`src/rtl/sr_flop_bank_if.sv`:
```
// sr_flop_bank_if: request/status bundle for sr_flop_bank.
//   en, s, r       per-channel enable, set and reset requests (N bits each)
//   clr_conflict   synchronous clear of the conflict status
//   q, qn          stored state and its complement
//   conflict_flag  sticky per-channel conflict indication
//   conflict_cnt   saturating count of cycles that had any conflict
interface sr_flop_bank_if #(
  parameter int N     = 4,
  parameter int CNT_W = 8
);
  logic [N-1:0]     en;
  logic [N-1:0]     s;
  logic [N-1:0]     r;
  logic             clr_conflict;
  logic [N-1:0]     q;
  logic [N-1:0]     qn;
  logic [N-1:0]     conflict_flag;
  logic [CNT_W-1:0] conflict_cnt;
  modport master (
    output en, s, r, clr_conflict,
    input  q, qn, conflict_flag, conflict_cnt
  );
  modport slave (
    input  en, s, r, clr_conflict,
    output q, qn, conflict_flag, conflict_cnt
  );
endinterface

```
`src/rtl/sr_flop_bank.sv`:
```
// sr_flop_bank: N clocked set/reset channels with deterministic S=R=1 handling and conflict status.
//   clk    rising-edge clock
//   rst_n  asynchronous active-low reset
//   bus    sr_flop_bank_if slave: en/s/r/clr_conflict in, q/qn/conflict_flag/conflict_cnt out
module sr_flop_bank #(
  parameter int             N         = 4,
  parameter int             BOTH_MODE = 2,
  parameter logic [N-1:0]   RESET_VAL = '0,
  parameter int             CNT_W     = 8
) (
  input logic           clk,
  input logic           rst_n,
  sr_flop_bank_if.slave bus
);
  if (BOTH_MODE < 0 || BOTH_MODE > 3) begin : g_bad_mode
    $error("sr_flop_bank: BOTH_MODE must be 0..3");
  end
  if (N < 1 || N > 32) begin : g_bad_n
    $error("sr_flop_bank: N must be 1..32");
  end
  logic [N-1:0]     q_q, q_d;
  logic [N-1:0]     flag_q, flag_d;
  logic [CNT_W-1:0] cnt_q, cnt_d, cnt_base;
  logic [N-1:0]     conf, both, upd;
  always_comb begin
    conf     = bus.en & bus.s & bus.r;
    both     = BOTH_MODE == 0 ? q_q : BOTH_MODE == 1 ? {N{1'b1}} : BOTH_MODE == 2 ? {N{1'b0}} : ~q_q;
    // value each channel takes when enabled: set, reset, S=R=1 action, or hold when idle
    upd      = (bus.s & ~bus.r) | (bus.s & bus.r & both) | (~bus.s & ~bus.r & q_q);
    q_d      = (bus.en & upd) | (~bus.en & q_q);
    // a conflict in the clearing cycle survives the clear
    flag_d   = (bus.clr_conflict ? {N{1'b0}} : flag_q) | conf;
    cnt_base = bus.clr_conflict ? {CNT_W{1'b0}} : cnt_q;
    cnt_d    = cnt_base + CNT_W'(|conf && !(&cnt_base));
  end
  always_ff @(posedge clk or negedge rst_n) begin
    if (!rst_n) begin
      q_q    <= RESET_VAL;
      flag_q <= '0;
      cnt_q  <= '0;
    end else begin
      q_q    <= q_d;
      flag_q <= flag_d;
      cnt_q  <= cnt_d;
    end
  end
  assign bus.q             = q_q;
  assign bus.qn            = ~q_q;
  assign bus.conflict_flag = flag_q;
  assign bus.conflict_cnt  = cnt_q;
endmodule

```
`src/flat_wrapper.sv`:
```
// flat-port wrapper written by rule: the top's interface ports become plain ports
module sr_flop_bank_flat 
#(
  parameter int             N         = 4,
  parameter int             BOTH_MODE = 2,
  parameter logic [N-1:0]   RESET_VAL = '0,
  parameter int             CNT_W     = 8
)
  (clk, rst_n, bus_en, bus_s, bus_r, bus_clr_conflict, bus_q, bus_qn, bus_conflict_flag, bus_conflict_cnt);
  sr_flop_bank_if #(.N(N), .CNT_W(CNT_W)) bus_i ();
  input logic clk;
  input logic rst_n;
  input wire logic [$bits(bus_i.en)-1:0] bus_en;
  input wire logic [$bits(bus_i.s)-1:0] bus_s;
  input wire logic [$bits(bus_i.r)-1:0] bus_r;
  input wire logic [$bits(bus_i.clr_conflict)-1:0] bus_clr_conflict;
  output wire logic [$bits(bus_i.q)-1:0] bus_q;
  output wire logic [$bits(bus_i.qn)-1:0] bus_qn;
  output wire logic [$bits(bus_i.conflict_flag)-1:0] bus_conflict_flag;
  output wire logic [$bits(bus_i.conflict_cnt)-1:0] bus_conflict_cnt;
  assign bus_i.en = bus_en;
  assign bus_i.s = bus_s;
  assign bus_i.r = bus_r;
  assign bus_i.clr_conflict = bus_clr_conflict;
  assign bus_q = bus_i.q;
  assign bus_qn = bus_i.qn;
  assign bus_conflict_flag = bus_i.conflict_flag;
  assign bus_conflict_cnt = bus_i.conflict_cnt;
  sr_flop_bank #(.N(N), .BOTH_MODE(BOTH_MODE), .RESET_VAL(RESET_VAL), .CNT_W(CNT_W)) u_core (.clk(clk), .rst_n(rst_n), .bus(bus_i));
endmodule
```
`config.mk`:
```
export PLATFORM = sky130hd
export DESIGN_NAME = sr_flop_bank_flat
export DESIGN_NICKNAME = d
export VERILOG_FILES = /design/src/rtl/sr_flop_bank_if.sv /design/src/rtl/sr_flop_bank.sv /design/src/flat_wrapper.sv
export SDC_FILE = /design/constraint.sdc
export NUM_CORES = 1
export LEC_CHECK = 0
export BUFFER_PORTS_ARGS = -buffer_cell sky130_fd_sc_hd__buf_2
export CORE_MARGIN = 2
export CORE_UTILIZATION = 47
export DETAILED_ROUTE_END_ITERATION = 16
export PLACE_DENSITY = 0.81
export RECOVER_POWER = 25
export SYNTH_ARGS = -nofsm -noshare
export SYNTH_HDL_FRONTEND = slang
export SYNTH_SLANG_ARGS = --single-unit
```
`constraint.sdc`:
```
create_clock -name clk -period 5.75 [get_ports clk]
set_clock_uncertainty 0.15 [all_clocks]
set_input_delay 0.575 -clock clk [delete_from_list [all_inputs] [get_ports clk]]
set_output_delay 0.575 -clock clk [all_outputs]
set_load 0.01 [all_outputs]
```
==> results.tsv, run 1 <==
metric	value	unit
hpwl dp	1.239	mm
Seq cells post-synth	16	
peak supply drop	0.1696	mV
post-synth top area cell	dfrtp_1	
Area contributors post-synth	dfrtp_1 55%, a21oi_1 6.2%, nand3_1 5.5%	
synth unique cells	21	
wire per inst	12.45	um
Hold Path Class	in -> async	
Post-Syn Nets	87	
Least-Margin Pin Slew	0.8446	ns
cts hold-fix bufs	0	
1st-pass router iterations	4	
Skew-Pair Late Insertion Delay	0.27	ns
Finished Core Util	63.27	%
dpl ws	3.372	ns
Die X	43.33	um
top cell type's share of synthesized area	55.08	%
GRT Total Usage	17.81	%
io pins	35	
DP Area	909.6	um^2
DR vias/cell	5.336	
Starting DRT DRC Count	12	
Overflow after GRT	0	
max_cap viols	0	
share of cells above drive strength 1	36.79	%
Leak	0.5302	nW
Async S/R FF share, synth	100.0	%
Clock Tree Buf Depth	2	
Resized Gates After CTS	0	
Critical Path AT	2.14	ns
initial antenna violation count	0	
outcome	finished clean	
Initial Utilization	49.40	%
largest net degree at the start of global routing	17	
vias in the first global route	578	
CTS buffer count	3	
Yosys warnings	0	
H-tree Lvls	1	
CP endpoint kind	flop	
Root Buffer	clkbuf_4	
Final Max Tran Viols	0	
WP data required	5.81	ns
synthesis-to-finish area growth	28.06	%
Antenna diodes	0	
worst reg2reg path depth	7	
Vert. Die Dim	43.33	um
met1 wire length	664	um
Pwr Total	0.2246	mW
Core ar.	0.001471	mm^2
Cell Pwr Density	241.3	mW/mm^2
Synth Area per Inst	10.38	um^2
FMAX	479.7	MHz
CTS sink count	16	
via count	651	
routed wire length	1.519	mm
Inst Count DP	119	
drt drc	0	
die area	0.001877	mm^2
min cycle time layout	2.085	ns
met2 WL	701	um
Worst R2R Setup Slack	3.76	ns
setup violators final	0	
worst setup path category	in -> reg	
hold slack	0.2236	ns
Final Wtd Congestion	0.7442	
r2r startpoint	u_core.bus.conflict_cnt[3]$_DFF_PN0_	
postcts setup bufs	0	
DR top layer	met3	
most common cell in the synthesized netlist	dfrtp_1	
reg2reg end	u_core.bus.conflict_cnt[6]$_DFF_PN0_	
setup TNS	0	ns
Post-Syn Area	726.9	um^2
register area share after synthesis	55.08	%
Antenna Nets Post-Route	0	
# nets final	125	
CP startpoint	bus_clr_conflict	
first-pass GRT wire length	2.470	mm
top cells by count, synth	16 x dfrtp_1, 9 x a21oi_1, 8 x inv_1, 8 x nand3_1	
number of synthesized flops with an enable pin	0	
Final Cycle Share	36.25	%
final worst slack	3.665	ns
clk slew on worst S/H paths	0.08	ns
Post-Layout Cell Count	122	
Main synth FF type	dfrtp_1	
design area	930.9	um^2
slew margin rel.	43.70	%
Final Hold Fails	0	
WL met3	153	um
Cells after Synth	70	
input/output buffers	34	
RSZ-0062 raised after global routing	false	
Crit Path Max Fanout	12	
row count	14	
CTS tree	built	
type of origin of the critical path	primary input	
[logic make-up after synthesis]
kind of cell             after synthesis  synth area share (%)
XOR/XNOR                               4                 4.820
AO/OA/AOI/OAI                         17                 13.25
buffers and inverters                 10                 5.680
adder cells (fa/ha/maj)                2                 3.442
flip-flops                            16                 55.08
AND/OR/NAND/NOR                       21                 17.73
[area by class of cell]
cell class | count | area, um^2
Fill cell | 131 | 540.5
Sequential cell | 16 | 400.4
Multi-Input combinational cell | 44 | 285.3
Timing Repair Buffer | 34 | 168.9
Inverter | 9 | 33.78
Clock buffer | 3 | 22.52
Tap cell | 16 | 20.02
[metal layers]
layer	vias to the layer above	track usage, %
met4	0	9.091
met5	-	0
met3	0	2.917
li1	316	-
met1	305	23.29
met2	30	28.66
[worst max-delay path: stages]
cell      delay, ns
buf_2          0.20
nand3b_4       0.19
o31a_1         0.14
ha_1           0.20
ha_1           0.22
nand4b_2       0.15
or3_1          0.34
a21oi_1        0.13
[report_power, final]
part | total (mW) | switching [mW] | leakage [nW] | internal (mW)
sequential | 0.127 | 0.00618 | 0.209 | 0.121
clock | 0.0559 | 0.0316 | 0.0138 | 0.0243
combinational | 0.0415 | 0.0230 | 0.307 | 0.0185
total | 0.225 | 0.0608 | 0.530 | 0.164
[placed cells by master, fill, tap and decap left out, drive strengths merged]
cell	instances
buf	33
dfrtp	16
a21oi	9
inv	9
nand3	8
o21ai	5
nand2	4
clkbuf	4
nor2b	3
xnor2	3
nor2	2
ha	2
nand3b	1
nand4	1
o31a	1
o311ai	1
o41ai	1
nand4b	1
or3	1
xor2	1
[how the worst max path moves through the flow]
stage	to	slack, ns
CTS	u_core.bus.conflict_cnt[6]$_DFF_PN0_	3.66
global placement	u_core.bus.conflict_cnt[6]$_DFF_PN0_	3.46
finish	u_core.bus.conflict_cnt[6]$_DFF_PN0_	3.67
floorplan	u_core.bus.conflict_cnt[6]$_DFF_PN0_	3.60
global route	u_core.bus.conflict_cnt[6]$_DFF_PN0_	3.55
detailed placement	u_core.bus.conflict_cnt[6]$_DFF_PN0_	3.37
Note: power is estimated with default switching activity, not from simulation.
==> inputs of run 2 (changes only) <==
Settings changed: ABC_AREA set to 1, CORE_UTILIZATION 47 to 41, PLACE_DENSITY 0.81 to 0.73.
Clock period 5.75 ns to 1.8 ns, I/O delays scaled along.
==> results.tsv, run 2 <==
metric	value	unit	change
outcome	finished clean		
Cell Pwr Density	653.6	mW/mm^2	+170%
initial antenna violation count	0		unchanged
met2 Use GR	31.28	%	+2.6 points
M1 GR Usage	19.88	%	-3.4 points
slew margin rel.	42.97	%	-0.73 points
Root Buffer	clkbuf_4		
most frequent cells in the layout	36 x nand2_1, 32 x buf_2, 18 x inv_1		
top cells by count, synth	37 x nand2_1, 18 x inv_1, 16 x dfrtp_1		
Leak	0.6583	nW	+24%
DR vias/cell	4.561		-15%
Inst Count DP	165		+39%
min cycle time layout	1.738	ns	
register area share after synthesis	48.85	%	-6.2 points
FF/Latch Area	401.6	um^2	+0.31%
DP Area	0.001035	mm^2	+14%
WP data required	1.82	ns	-3.99 ns
via count	789		+21%
io pins	35		unchanged
Area contributors post-synth	dfrtp_1 49%, nand2_1 17%, inv_1 8.2%		
input/output buffers	34		unchanged
Antenna Nets Post-Route	0		unchanged
Final Wtd Congestion	0.8385		+13%
Hold Path Class	in -> reg		
Multi-input gate area	356.6	um^2	+25%
Post-Syn Nets	119		+37%
fillcell total	208		+59%
vias in the first global route	772		+34%
first-pass GRT wire length	3.194	mm	+29%
number of synthesized flops with an enable pin	0		unchanged
most common cell in the synthesized netlist	nand2_1		
post-synth top area cell	dfrtp_1		
Critical Path AT	1.75	ns	-0.39 ns
share of cells above drive strength 1	35.62	%	-1.2 points
Starting DRT DRC Count	13		+1
commonest non-fill, non-tap cell in the layout	nand2_1		
synthesis-to-finish area growth	37.25	%	
type of origin of the critical path	primary input		
CTS buffer count	3		unchanged
1st-pass router iterations	4		unchanged
Final Cycle Share	96.58	%	
GRT Total Usage	17.14	%	-0.67 points
top cell type's share of synthesized area	48.85	%	-6.2 points
wire per inst	10.88	um	-13%
row count	16		+2
Main synth FF type	dfrtp_1		
Clock Tree Buf Depth	2		unchanged
Synth Area per Inst	8.035	um^2	-23%
Yosys warnings	0		unchanged
clk slew on worst S/H paths	0.08	ns	about the same
CTS sink count	16		unchanged
Async S/R FF share, synth	100.0	%	unchanged
Seq cells post-synth	16		unchanged
Post-Layout Cell Count	173		+42%
H-tree Lvls	1		unchanged
setup violators final	0		unchanged
max_cap viols	0		unchanged
drt drc	0		unchanged
Vert. Die Dim	48.71	um	+12%
synth unique cells	19		-9.5%
Skew-Pair Late Insertion Delay	0.28	ns	about the same
Most Crowded Layer GR	met2		
die area	0.002373	mm^2	+26%
Final Hold Fails	0		unchanged
Least-Margin Pin Slew	0.8555	ns	+0.01092 ns
hpwl dp	1.463	mm	+18%
CP endpoint kind	flop		
RSZ-0062 raised after global routing	false		
worst setup path category	in -> reg		
global-route track usage on met3	3.086	%	+0.17 points
largest net degree at the start of global routing	17		unchanged
Crit Path Max Fanout	3		-9
CTS tree	built		
Cells after Synth	102		+46%
Die X	48.71	um	+12%
Post-Syn Area	819.5	um^2	+13%
routed wire length	1.883	mm	+24%
Final Max Tran Viols	0		unchanged
design area	0.001125	mm^2	+21%
# nets final	165		+32%
Core ar.	0.001922	mm^2	+31%
FMAX	575.2	MHz	
Overflow after GRT	0		unchanged
Initial Utilization	42.64	%	-6.8 points
Antenna diodes	0		unchanged
peak supply drop	0.3945	mV	+130%
run 2: critical path: stages:
cell and delay, ns:
dlygate4sd3_1 0.54, nand2_1 0.07, nand2_1 0.06, nor2_1 0.04
nor2_1 0.10, ha_2 0.22, ha_4 0.15, nand4_4 0.10
o21bai_1 0.20, nand2_1 0.08
run 2: kinds of logic after synthesis:
logic type	synth area share (%)
compound gates	4.427
xor+xnor	2.138
simple gates	31.45
flops	48.85
buf+inv	10.08
fa+ha+maj	3.053
run 2: stage by stage:
stage / power [mW] / setup slack, ns / util [%] / setup TNS (ns) / hold slack [ns]
after floorplan: 0.4791 / 0.07099 / - / 0 / -0.2656
after global placement: 0.5501 / 0.07136 / 53.84 / 0 / -0.03471
after detailed placement: 0.5548 / -0.04679 / 53.84 / -0.04679 / -0.03356
after CTS: 0.7462 / 0.01810 / 58.07 / 0 / 0.004082
after global routing: 0.7854 / 0.0007210 / 58.53 / 0 / 0.01989
final: 0.7352 / 0.06161 / 58.53 / 0 / 0.007949
run 2: worst paths after layout:
check	from	end	slack, ns	cells after the start
setup / recovery	bus_r[1]	u_core.bus.conflict_cnt[6]$_DFF_PN0_	0.06	10
hold / removal	bus_s[2]	u_core.bus.conflict_flag[2]$_DFF_PN0_	0.008	3
setup reg to reg	u_core.bus.conflict_cnt[6]$_DFF_PN0_	u_core.bus.conflict_cnt[6]$_DFF_PN0_	0.07	10
hold reg to reg	u_core.bus.conflict_flag[0]$_DFF_PN0_	u_core.bus.conflict_flag[0]$_DFF_PN0_	0.34	2
max in group asynchronous	rst_n	u_core.bus.conflict_cnt[6]$_DFF_PN0_	0.55	2
min in group asynchronous	rst_n	u_core.bus.conflict_cnt[4]$_DFF_PN0_	0.37	2
run 2: cell type report:
class / count / area share [%]
inverter: 19 / 6.340
multi-input combinational: 66 / 31.70
sequential: 16 / 35.71
timing repair buffer: 42 / 21.25
clock buffer: 3 / 2.002
tap: 27 / 3.003
run 2: power breakdown:
part	switching [mW]	total (mW)	internal, mW
Clock	0.101	0.179	0.0775
Sequential	0.0183	0.405	0.387
Combinational	0.0854	0.151	0.0657
Total	0.205	0.735	0.530
run 2: metal layers:
layer,routed length (um),vias up
li1,-,393
met1,805,362
met2,962,32
met3,103,2
met4,12,0
met5,0,-
run 2: timing repair:
item,in CTS,in global routing
pin swaps,0,8
endpoints found under the setup margin,2,5
gates resized for setup,3,3
endpoints found under the hold margin,18,0
buffers inserted,2,1
hold buffers,3,0
